### src/rtl/layer_axis_bridge_pkg.sv
// Shared types and helpers for the AXI-Stream bridge around a CNN layer core.
package layer_axis_bridge_pkg;

  typedef enum logic [1:0] {
    S_FILL  = 2'd0,
    S_START = 2'd1,
    S_BUSY  = 2'd2,
    S_DRAIN = 2'd3
  } bridge_state_e;

  localparam int DEF_IN_COUNT  = 64;
  localparam int DEF_OUT_COUNT = 10;
  localparam int DEF_DATA_SIZE = 16;

  // Address width for a buffer of the given depth (never narrower than one bit).
  function automatic int adr_w(input int depth);
    return (depth > 1) ? $clog2(depth) : 1;
  endfunction

endpackage

### src/rtl/layer_axis_bridge_if.sv
// AXI-Stream channel (data, valid, last, ready) with producer/consumer modports.
interface layer_axis_bridge_if
  import layer_axis_bridge_pkg::*;
#(
  parameter int DATA_SIZE = DEF_DATA_SIZE
);

  logic [DATA_SIZE-1:0] tdata;
  logic                 tvalid;
  logic                 tlast;
  logic                 tready;

  modport master (output tdata, output tvalid, output tlast, input tready);
  modport slave  (input tdata, input tvalid, input tlast, output tready);

endinterface

### src/rtl/layer_axis_bridge_buf_ram.sv
// Frame buffer: one synchronous write port, one asynchronous read port.
// Out-of-range writes are dropped and out-of-range reads return zero.
module layer_axis_bridge_buf_ram
  import layer_axis_bridge_pkg::*;
#(
  parameter int DEPTH     = 16,
  parameter int DATA_SIZE = DEF_DATA_SIZE,
  localparam int ADR_W    = adr_w(DEPTH)
) (
  input  logic                 clk,
  input  logic                 wr_en,
  input  logic [ADR_W-1:0]     wr_adr,
  input  logic [DATA_SIZE-1:0] wr_data,
  input  logic [ADR_W-1:0]     rd_adr,
  output logic [DATA_SIZE-1:0] rd_data
);

  localparam logic [ADR_W:0] DEPTH_C = (ADR_W + 1)'(DEPTH);

  logic [DATA_SIZE-1:0] mem_r [DEPTH];
  logic                 wr_ok_s;
  logic                 rd_ok_s;

  assign wr_ok_s = wr_en && ({1'b0, wr_adr} < DEPTH_C);
  assign rd_ok_s = ({1'b0, rd_adr} < DEPTH_C);

  // Write port; contents deliberately survive reset.
  always_ff @(posedge clk) begin
    if (wr_ok_s) begin
      mem_r[wr_adr] <= wr_data;
    end
  end

  // Read port, zero when addressed past the end.
  always_comb begin
    rd_data = '0;
    if (rd_ok_s) begin
      rd_data = mem_r[rd_adr];
    end else begin
      rd_data = '0;
    end
  end

endmodule

### src/rtl/layer_axis_bridge.sv
// AXI-Stream front/back end for one layer core: fill input buffer, start core,
// capture core writes, then stream the output buffer once the core is done.
module layer_axis_bridge
  import layer_axis_bridge_pkg::*;
#(
  parameter int IN_COUNT   = DEF_IN_COUNT,
  parameter int OUT_COUNT  = DEF_OUT_COUNT,
  parameter int DATA_SIZE  = DEF_DATA_SIZE,
  localparam int IN_ADR_W  = adr_w(IN_COUNT),
  localparam int OUT_ADR_W = adr_w(OUT_COUNT)
) (
  input  logic                  clk,
  input  logic                  rst,
  layer_axis_bridge_if.slave    s_axis,
  layer_axis_bridge_if.master   m_axis,
  output logic                  axisif_start,
  input  logic                  axisif_done,
  input  logic [IN_ADR_W-1:0]   axisif_bufferIn_adr,
  output logic [DATA_SIZE-1:0]  axisif_bufferIn_data,
  input  logic [OUT_ADR_W-1:0]  axisif_bufferOut_adr,
  input  logic [DATA_SIZE-1:0]  axisif_bufferOut_data,
  input  logic                  axisif_bufferOut_wr,
  output logic                  frame_err
);

  localparam logic [IN_ADR_W-1:0]  IN_LAST  = IN_ADR_W'(IN_COUNT - 1);
  localparam logic [OUT_ADR_W-1:0] OUT_LAST = OUT_ADR_W'(OUT_COUNT - 1);

  bridge_state_e          state_r;
  bridge_state_e          state_s;
  logic [IN_ADR_W-1:0]    wr_cnt_r;
  logic [OUT_ADR_W-1:0]   rd_cnt_r;
  logic                   frame_err_r;
  logic                   in_beat_s;
  logic                   in_full_s;
  logic                   in_short_s;
  logic                   out_beat_s;
  logic                   out_end_s;
  logic                   done_s;
  logic [DATA_SIZE-1:0]   out_rd_data_s;

  // A beat at the final slot completes the frame even without tlast.
  assign in_beat_s  = (state_r == S_FILL) && s_axis.tvalid;
  assign in_full_s  = in_beat_s && (wr_cnt_r == IN_LAST);
  assign in_short_s = in_beat_s && s_axis.tlast && (wr_cnt_r != IN_LAST);
  assign out_beat_s = (state_r == S_DRAIN) && m_axis.tready;
  assign out_end_s  = out_beat_s && (rd_cnt_r == OUT_LAST);
  assign done_s     = (state_r == S_BUSY) && axisif_done;

  layer_axis_bridge_buf_ram #(.DEPTH(IN_COUNT), .DATA_SIZE(DATA_SIZE)) u_inbuf (
    .clk     (clk),
    .wr_en   (in_beat_s),
    .wr_adr  (wr_cnt_r),
    .wr_data (s_axis.tdata),
    .rd_adr  (axisif_bufferIn_adr),
    .rd_data (axisif_bufferIn_data)
  );

  layer_axis_bridge_buf_ram #(.DEPTH(OUT_COUNT), .DATA_SIZE(DATA_SIZE)) u_outbuf (
    .clk     (clk),
    .wr_en   (axisif_bufferOut_wr),
    .wr_adr  (axisif_bufferOut_adr),
    .wr_data (axisif_bufferOut_data),
    .rd_adr  (rd_cnt_r),
    .rd_data (out_rd_data_s)
  );

  // State register.
  always_ff @(posedge clk) begin
    if (rst) begin
      state_r <= S_FILL;
    end else begin
      state_r <= state_s;
    end
  end

  // Next-state logic; done outside BUSY is ignored.
  always_comb begin
    state_s = state_r;
    case (state_r)
      S_FILL:  if (in_full_s) state_s = S_START; else state_s = S_FILL;
      S_START: state_s = S_BUSY;
      S_BUSY:  if (done_s) state_s = S_DRAIN; else state_s = S_BUSY;
      S_DRAIN: if (out_end_s) state_s = S_FILL; else state_s = S_DRAIN;
      default: state_s = S_FILL;
    endcase
  end

  // Frame counters and sticky framing error.
  always_ff @(posedge clk) begin
    if (rst) begin
      wr_cnt_r    <= '0;
      rd_cnt_r    <= '0;
      frame_err_r <= 1'b0;
    end else begin
      if (in_full_s || in_short_s) begin
        wr_cnt_r <= '0;
      end else if (in_beat_s) begin
        wr_cnt_r <= wr_cnt_r + IN_ADR_W'(1);
      end
      if (done_s || out_end_s) begin
        rd_cnt_r <= '0;
      end else if (out_beat_s) begin
        rd_cnt_r <= rd_cnt_r + OUT_ADR_W'(1);
      end
      if (in_short_s || (in_full_s && !s_axis.tlast)) begin
        frame_err_r <= 1'b1;
      end
    end
  end

  // Handshake outputs decoded from the state register only.
  always_comb begin
    s_axis.tready = 1'b0;
    m_axis.tvalid = 1'b0;
    m_axis.tlast  = 1'b0;
    axisif_start  = 1'b0;
    case (state_r)
      S_FILL:  s_axis.tready = 1'b1;
      S_START: axisif_start  = 1'b1;
      S_BUSY:  axisif_start  = 1'b0;
      S_DRAIN: begin
        m_axis.tvalid = 1'b1;
        m_axis.tlast  = (rd_cnt_r == OUT_LAST);
      end
      default: s_axis.tready = 1'b0;
    endcase
  end

  assign m_axis.tdata = out_rd_data_s;
  assign frame_err    = frame_err_r;

endmodule

### src/flat_wrapper.sv
// flat-port wrapper written by rule: the top's interface ports become plain ports
module layer_axis_bridge_flat import layer_axis_bridge_pkg::*;
#(
  parameter int IN_COUNT   = DEF_IN_COUNT,
  parameter int OUT_COUNT  = DEF_OUT_COUNT,
  parameter int DATA_SIZE  = DEF_DATA_SIZE,
  localparam int IN_ADR_W  = adr_w(IN_COUNT),
  localparam int OUT_ADR_W = adr_w(OUT_COUNT)
)
  (clk, rst, axisif_start, axisif_done, axisif_bufferIn_adr, axisif_bufferIn_data, axisif_bufferOut_adr, axisif_bufferOut_data, axisif_bufferOut_wr, frame_err, s_axis_tdata, s_axis_tvalid, s_axis_tlast, s_axis_tready, m_axis_tdata, m_axis_tvalid, m_axis_tlast, m_axis_tready);
  layer_axis_bridge_if #(.DATA_SIZE(DATA_SIZE)) s_axis_i ();
  layer_axis_bridge_if #(.DATA_SIZE(DATA_SIZE)) m_axis_i ();
  input  logic clk;
  input  logic rst;
  output logic axisif_start;
  input  logic axisif_done;
  input  logic [IN_ADR_W-1:0] axisif_bufferIn_adr;
  output logic [DATA_SIZE-1:0] axisif_bufferIn_data;
  input  logic [OUT_ADR_W-1:0] axisif_bufferOut_adr;
  input  logic [DATA_SIZE-1:0] axisif_bufferOut_data;
  input  logic axisif_bufferOut_wr;
  output logic frame_err;
  input wire logic [$bits(s_axis_i.tdata)-1:0] s_axis_tdata;
  input wire logic [$bits(s_axis_i.tvalid)-1:0] s_axis_tvalid;
  input wire logic [$bits(s_axis_i.tlast)-1:0] s_axis_tlast;
  output wire logic [$bits(s_axis_i.tready)-1:0] s_axis_tready;
  output wire logic [$bits(m_axis_i.tdata)-1:0] m_axis_tdata;
  output wire logic [$bits(m_axis_i.tvalid)-1:0] m_axis_tvalid;
  output wire logic [$bits(m_axis_i.tlast)-1:0] m_axis_tlast;
  input wire logic [$bits(m_axis_i.tready)-1:0] m_axis_tready;
  assign s_axis_i.tdata = s_axis_tdata;
  assign s_axis_i.tvalid = s_axis_tvalid;
  assign s_axis_i.tlast = s_axis_tlast;
  assign s_axis_tready = s_axis_i.tready;
  assign m_axis_tdata = m_axis_i.tdata;
  assign m_axis_tvalid = m_axis_i.tvalid;
  assign m_axis_tlast = m_axis_i.tlast;
  assign m_axis_i.tready = m_axis_tready;
  layer_axis_bridge #(.IN_COUNT(IN_COUNT), .OUT_COUNT(OUT_COUNT), .DATA_SIZE(DATA_SIZE)) u_core (.clk(clk), .rst(rst), .s_axis(s_axis_i), .m_axis(m_axis_i), .axisif_start(axisif_start), .axisif_done(axisif_done), .axisif_bufferIn_adr(axisif_bufferIn_adr), .axisif_bufferIn_data(axisif_bufferIn_data), .axisif_bufferOut_adr(axisif_bufferOut_adr), .axisif_bufferOut_data(axisif_bufferOut_data), .axisif_bufferOut_wr(axisif_bufferOut_wr), .frame_err(frame_err));
endmodule
### config.mk
export PLATFORM = sky130hd
export DESIGN_NAME = layer_axis_bridge_flat
export DESIGN_NICKNAME = d
export VERILOG_FILES = /design/src/rtl/layer_axis_bridge_pkg.sv /design/src/rtl/layer_axis_bridge_if.sv /design/src/rtl/layer_axis_bridge_buf_ram.sv /design/src/rtl/layer_axis_bridge.sv /design/src/flat_wrapper.sv
export SDC_FILE = /design/constraint.sdc
export NUM_CORES = 1
export LEC_CHECK = 0
export BUFFER_PORTS_ARGS = -buffer_cell sky130_fd_sc_hd__buf_2
export CORE_UTILIZATION = 56
export CTS_CLUSTER_SIZE = 30
export DETAILED_ROUTE_END_ITERATION = 8
export HOLD_SLACK_MARGIN = 0.15
export PLACE_DENSITY = 0.79
export SLEW_MARGIN = 25
export SYNTH_ARGS = -nofsm -noshare
export SYNTH_HDL_FRONTEND = slang
export SYNTH_SLANG_ARGS = --single-unit
### constraint.sdc
create_clock -name clk -period 2.35 [get_ports clk]
set_input_delay 0.1175 -clock clk [delete_from_list [all_inputs] [get_ports clk]]
set_output_delay 0.1175 -clock clk [all_outputs]
set_load 0.1 [all_outputs]
After elaboration in Yosys (flattened, before gate mapping) --
Memory sizes are Yosys's and may differ from the RTL's. A register that Yosys moved wholly into a read port is not among the register bits. Index checks and enable logic that the tools add are counted. Widths: inputs -> output; s select.
Cells by class: add/subtract/negate cells 2, order comparisons 2, equal/unequal tests 6, muxes and demuxes 15, reductions and logical operators 16
Operators with widths (count):
- $mux 16 | 1
- $mux 1 | 10
- $logic_and 1x1->1 | 9
- $lt 4x4->1 const B | 2
- $mux 4 | 2
- $pmux 2 s4 | 1
- $add 6x1->6 const B | 1
- $eq 6x6->1 const B | 1
- $ne 6x6->1 const B | 1
- $add 4x1->4 const B | 1
- $eq 2x2->1 const B | 2
- $eq 4x4->1 const B | 1
- $reduce_or 2->1 | 2
- $logic_or 1x1->1 | 3
- $eq 2x1->1 const B | 1
- $logic_not 2->1 | 1
- $mux 2 | 1
- $logic_not 1->1 | 1
Storage, ports and cells: flip-flop bits (word level) 13, bits in writable memories 1184, input bits 49, output and inout bits 37, word-level logic and storage cells 47, memories 2
Memory list:
- u_core.u_inbuf.mem_r | words 64, bits a word 16, rd ports 1, clocked after memory_dff 0, wr ports 1, line layer_axis_bridge_buf_ram.sv:20 | logic [DATA_SIZE-1:0] mem_r [DEPTH];
- u_core.u_outbuf.mem_r | words 10, bits a word 16, rd ports 1, clocked after memory_dff 1, wr ports 1, line layer_axis_bridge_buf_ram.sv:20

Logic depth before layout (Yosys ltp) --
depth in word-level cells 6, depth in mapped cells 9

By module --
Synthesis repeated with hierarchy kept, for this count alone.
Second synthesis, totals: cells, all modules 2237, area total of the unflattened synthesis 46841.2 um^2
By module, submodules not included:
- layer_axis_bridge_buf_ram (u_core.u_inbuf) | instances 1, cells each 1813, area an instance 39721.8 um^2
- layer_axis_bridge_buf_ram (u_core.u_outbuf) | instances 1, cells each 344, area an instance 6444.9 um^2
- layer_axis_bridge | instances 1, cells each 80, area an instance 674.4 um^2

Worst setup path before layout --
No wires, ideal clock.
path type register -> register, from register u_core.state_r[0], to memory u_core.u_inbuf.mem_r[46][0] in the netlist's numbering, enable pin, library setup time 389 ps, arrival time 3260 ps, path slack -1298 ps, cell stages (with the launch flop) 7, buffers on the path 1, clock period less this slack 3648 ps, path through dfxtp_1 clkbuf_1 nor2_1 nand2_1 nor2_1 nand3_1 nor2_1
Between the ends: cells in the longest elaborated chain, start to end 4
RTL lines:
- start: declaration | line layer_axis_bridge.sv:29 | bridge_state_e state_r;
- start signal: assignment | line layer_axis_bridge.sv:73 | state_r <= state_s;
- $logic_not 2->1 | line layer_axis_bridge.sv:43 | assign in_beat_s = (state_r == S_FILL) && s_axis.tvalid;
- $logic_and 1x1->1 | line layer_axis_bridge.sv:43
- $mux 1 | line layer_axis_bridge_buf_ram.sv:29 | if (wr_ok_s) begin
- $mux 1 (not written as such) | line layer_axis_bridge_buf_ram.sv:30 | mem_r[wr_adr] <= wr_data;
- end: declaration | line layer_axis_bridge_buf_ram.sv:20
Every way passes these cells.

Worst setup path in the final report --
from memory u_core.u_inbuf.mem_r[53][2] in the netlist's numbering, to output axisif_bufferIn_data[2]
Between the ends: cells in the longest elaborated chain, start to end 1
RTL lines:
- $mem_v2 64x16
- end: declaration | line flat_wrapper.sv:18 | output logic [DATA_SIZE-1:0] axisif_bufferIn_data;
Every way passes these cells.

==> flow_metrics.env <==
export IMPL_status="finished, violations left"
export IMPL_violations="negative setup slack"
export IMPL_tightest_slew_ns=1.07
export IMPL_p_leak_nw=18.3
export IMPL_postSynthCellCount=2174
export IMPL_p_comb_frac=0.065
export IMPL_dr_pass1_iters=6
export IMPL_clkLatencyLatePin_ns=0.73
export IMPL_r2r_start="u_core.wr_cnt_r[4]$_SDFFE_PP0P_"
export IMPL_synth_area_leader_cell="edfxtp_1"
export IMPL_hold_path_end="u_core.u_outbuf.mem_r[9][3]$_DFFE_PP_"
export IMPL_clk_pin_slew_ns=0.07
export IMPL_cts_buffers=113
export IMPL_fin_nets=2619
export IMPL_setup_viol=32
export IMPL_clockBufferDepth=3
export IMPL_p_seq_frac=0.524
export IMPL_vdd_drop_max_v=0.000796
export IMPL_cp_num_buf_inv=2
export IMPL_post_route_period_util=1.17
export IMPL_maxSlewHeadroom=0.284
export IMPL_synth_edff_count=1184
export IMPL_path_class="flip-flop to primary output"
export IMPL_critPathRequiredTime_ns=2.23
export IMPL_max_stage_delay_ns=0.56
export IMPL_wl_per_cell_um=32.6
export IMPL_rsz0062_at_grt="yes"
export IMPL_hold_violations=0
export IMPL_synthFlopType="edfxtp_1"
export IMPL_yosys_warnings=0
export IMPL_syn_mean_instance_area_um2=21.4
export IMPL_wl_met2_um=60500
export IMPL_cts_sinks=1201
export IMPL_cts_tree="built"
export IMPL_max_clock_freq_ghz=0.363
export IMPL_place_inst=3464
export IMPL_endpoint_kind="primary output"
export IMPL_drtIter0Drc=3479
export IMPL_track_usage=0.288
export IMPL_routabilityCongestion=0.908
export IMPL_synth_area_leaders="edfxtp_1 (76%), mux4_2 (11%), mux2i_1 (2.7%)"
export IMPL_grt_max_degree=65
export IMPL_intPower_mw=35.2
export IMPL_num_rows=105
export IMPL_routed_via_count=25100
export IMPL_synth_most_common_cell="edfxtp_1"
export IMPL_hold_depth=2
export IMPL_syn_nets=2226
export IMPL_whs_ns=0.235
export IMPL_dpl_cell_area_um2=50900
export IMPL_final_cells=3736
export IMPL_min_period_ns=2.75
export IMPL_synth_cell_types=51
export IMPL_area_growth_syn_to_layout_pct=20.7
export IMPL_synthArstFlopShare=0
export IMPL_seq_area_frac_synth=0.771
export IMPL_start_util=0.567
export IMPL_maxSlewViolCount=0
export IMPL_tns_ns=-9.89
export IMPL_grt_pass1_wl_um=174000
export IMPL_drv_cap=0
export IMPL_path_delay_family="multiplexers"
export IMPL_clockPowerShare=0.411
export IMPL_slowest_stage="mux4_2"
export IMPL_top_layer_used="met5"
export IMPL_hold_class="input port to flip-flop"
export IMPL_setup_slack_ns=-0.405
export IMPL_drt_vias_per_instance=6.71
export IMPL_crit_start="u_core.u_inbuf.mem_r[53][2]$_DFFE_PP_"
export IMPL_place_ws_ns=-0.236
export IMPL_crit_chain="mux4_2, mux2_4, a221oi_2, buf_4, nor3_4, buf_12"
export IMPL_crit_path_max_fanout=1
export IMPL_post_route_drc_count=0
export IMPL_ys_seq_elements=1201
export IMPL_htreeDepth=3
export IMPL_worstPathArrival_ns=2.64
export IMPL_wl_met3_um=13000
export IMPL_skew_ns=0.0588
export IMPL_ioPinCount=86
export IMPL_r2r_slack_ns=0.16
export IMPL_antenna_found_initial=4
export IMPL_hp_start="axisif_bufferOut_data[3]"
export IMPL_p_sw_mw=9.95
export IMPL_wl_um=122000
export IMPL_ff2ff_path_depth=7
export IMPL_fp_dieW_um=290
export IMPL_cts_root_buffer="clkbuf_16"
export IMPL_cp_start_kind="flip-flop"
export IMPL_fp_dieH_um=290
export IMPL_p_per_area_nw_per_um2=803
export IMPL_finalInstanceArea_um2=56200
export IMPL_drive_gt1_frac=0.353
export IMPL_yosys_top_cells_count="edfxtp_1 (1184), mux4_2 (232), mux2i_1 (126)"
export IMPL_dpl_hpwl_um=67600
export IMPL_core_area_um2=82100
export IMPL_reg2reg_to="u_core.frame_err$_SDFFE_PP0P_"
export IMPL_die_area_um2=84300
export IMPL_first_global_vias=25500
export IMPL_swShare=0.220
export IMPL_ant_nets=0
export IMPL_grt_remaining_overflow=0
export IMPL_wl_met1_um=42500
export IMPL_syn_cell_area_um2=46500
export IMPL_portBuffers=85
export IMPL_synth_top_area_frac=0.764
## layout make-up
class                      instances  area [µm²]
timing repair buffer             397        4300
clock inverter                    82         895
antenna                            1        2.50
multi-input combinational        851       10900
clock buffer                     131        2900
tap                             1070        1340
inverter                           3        11.3
fill                            4534       25900
sequential                      1201       35900
## worst max path at each step
stage	end	slack, ns	cells past startpoint
2_1_floorplan	u_core.u_inbuf.mem_r[14][0]$_DFFE_PP_	-0.35	6
3_3_place_gp	axisif_bufferIn_data[1]	-0.04	10
3_5_place_dp	axisif_bufferIn_data[13]	-0.24	9
4_1_cts	m_axis_tdata[1]	-0.41	8
5_1_grt	m_axis_tdata[6]	-0.45	8
6_report	axisif_bufferIn_data[2]	-0.40	6
## stage by stage
stage,utilization,power [mW]
final,0.684,45.1
after global routing,0.684,46.1
after CTS,0.682,45.1
after detailed placement,0.620,26.7
after global placement,0.620,26.6
after floorplan,-,25.5
## state kept, by name (all words and copies together), names as in the netlist, named ones only
name,flops
u_core.frame_err,1
u_core.u_inbuf.mem_r,1024
u_core.u_outbuf.mem_r,160
u_core.wr_cnt_r,6
u_core.rd_cnt_r,4
u_core.state_r,2
## power groups by stage
stage               clock network, mW  logic, mW  registers [mW]
finish                           18.6       2.92            23.7
global route                     19.4       3.00            23.7
CTS                              18.6       2.82            23.7
detailed placement                  0       2.61            24.1
global placement                    0       2.53            24.1
floorplan                           0       1.39            24.1
## logic make-up after synthesis
group / share of synthesized area
AO/OA/AOI/OAI: 0.0276
XOR/XNOR: 0.00151
adder cells (fa/ha/maj): 0.000807
buffers and inverters: 0.0153
flip-flops: 0.771
multiplexers: 0.158
AND/OR/NAND/NOR: 0.0255
## timing repair
| item | CTS | global route |
|---|---|---|
| hold buffers | 45 | 1 |
| gates resized for setup | 142 | 47 |
| setup endpoints to repair | 32 | 32 |
| buffers inserted | 11 | 5 |
| gates cloned | 3 | 0 |
| pin swaps | 49 | 31 |
| endpoints found under the hold margin | 753 | 48 |
## layout by cell type (no fill, tap or decap), drive strengths merged, types with 16 or more instances in the layout
cell type,instances
nand2,65
a211oi,39
clkbuf,131
nand3,18
dlygate4sd3,46
o22ai,16
clkinv,61
mux2i,126
a22oi,56
nor2,99
mux2,40
dfxtp,17
nor2b,29
buf,351
mux4,248
edfxtp,1184
## routing by layer
metal,up-vias,track usage
li1,9882,-
met1,13000,0.375
met2,1870,0.468
met3,337,0.0586
met4,4,0.137
met5,-,0
(Power assumes the default switching activity.)
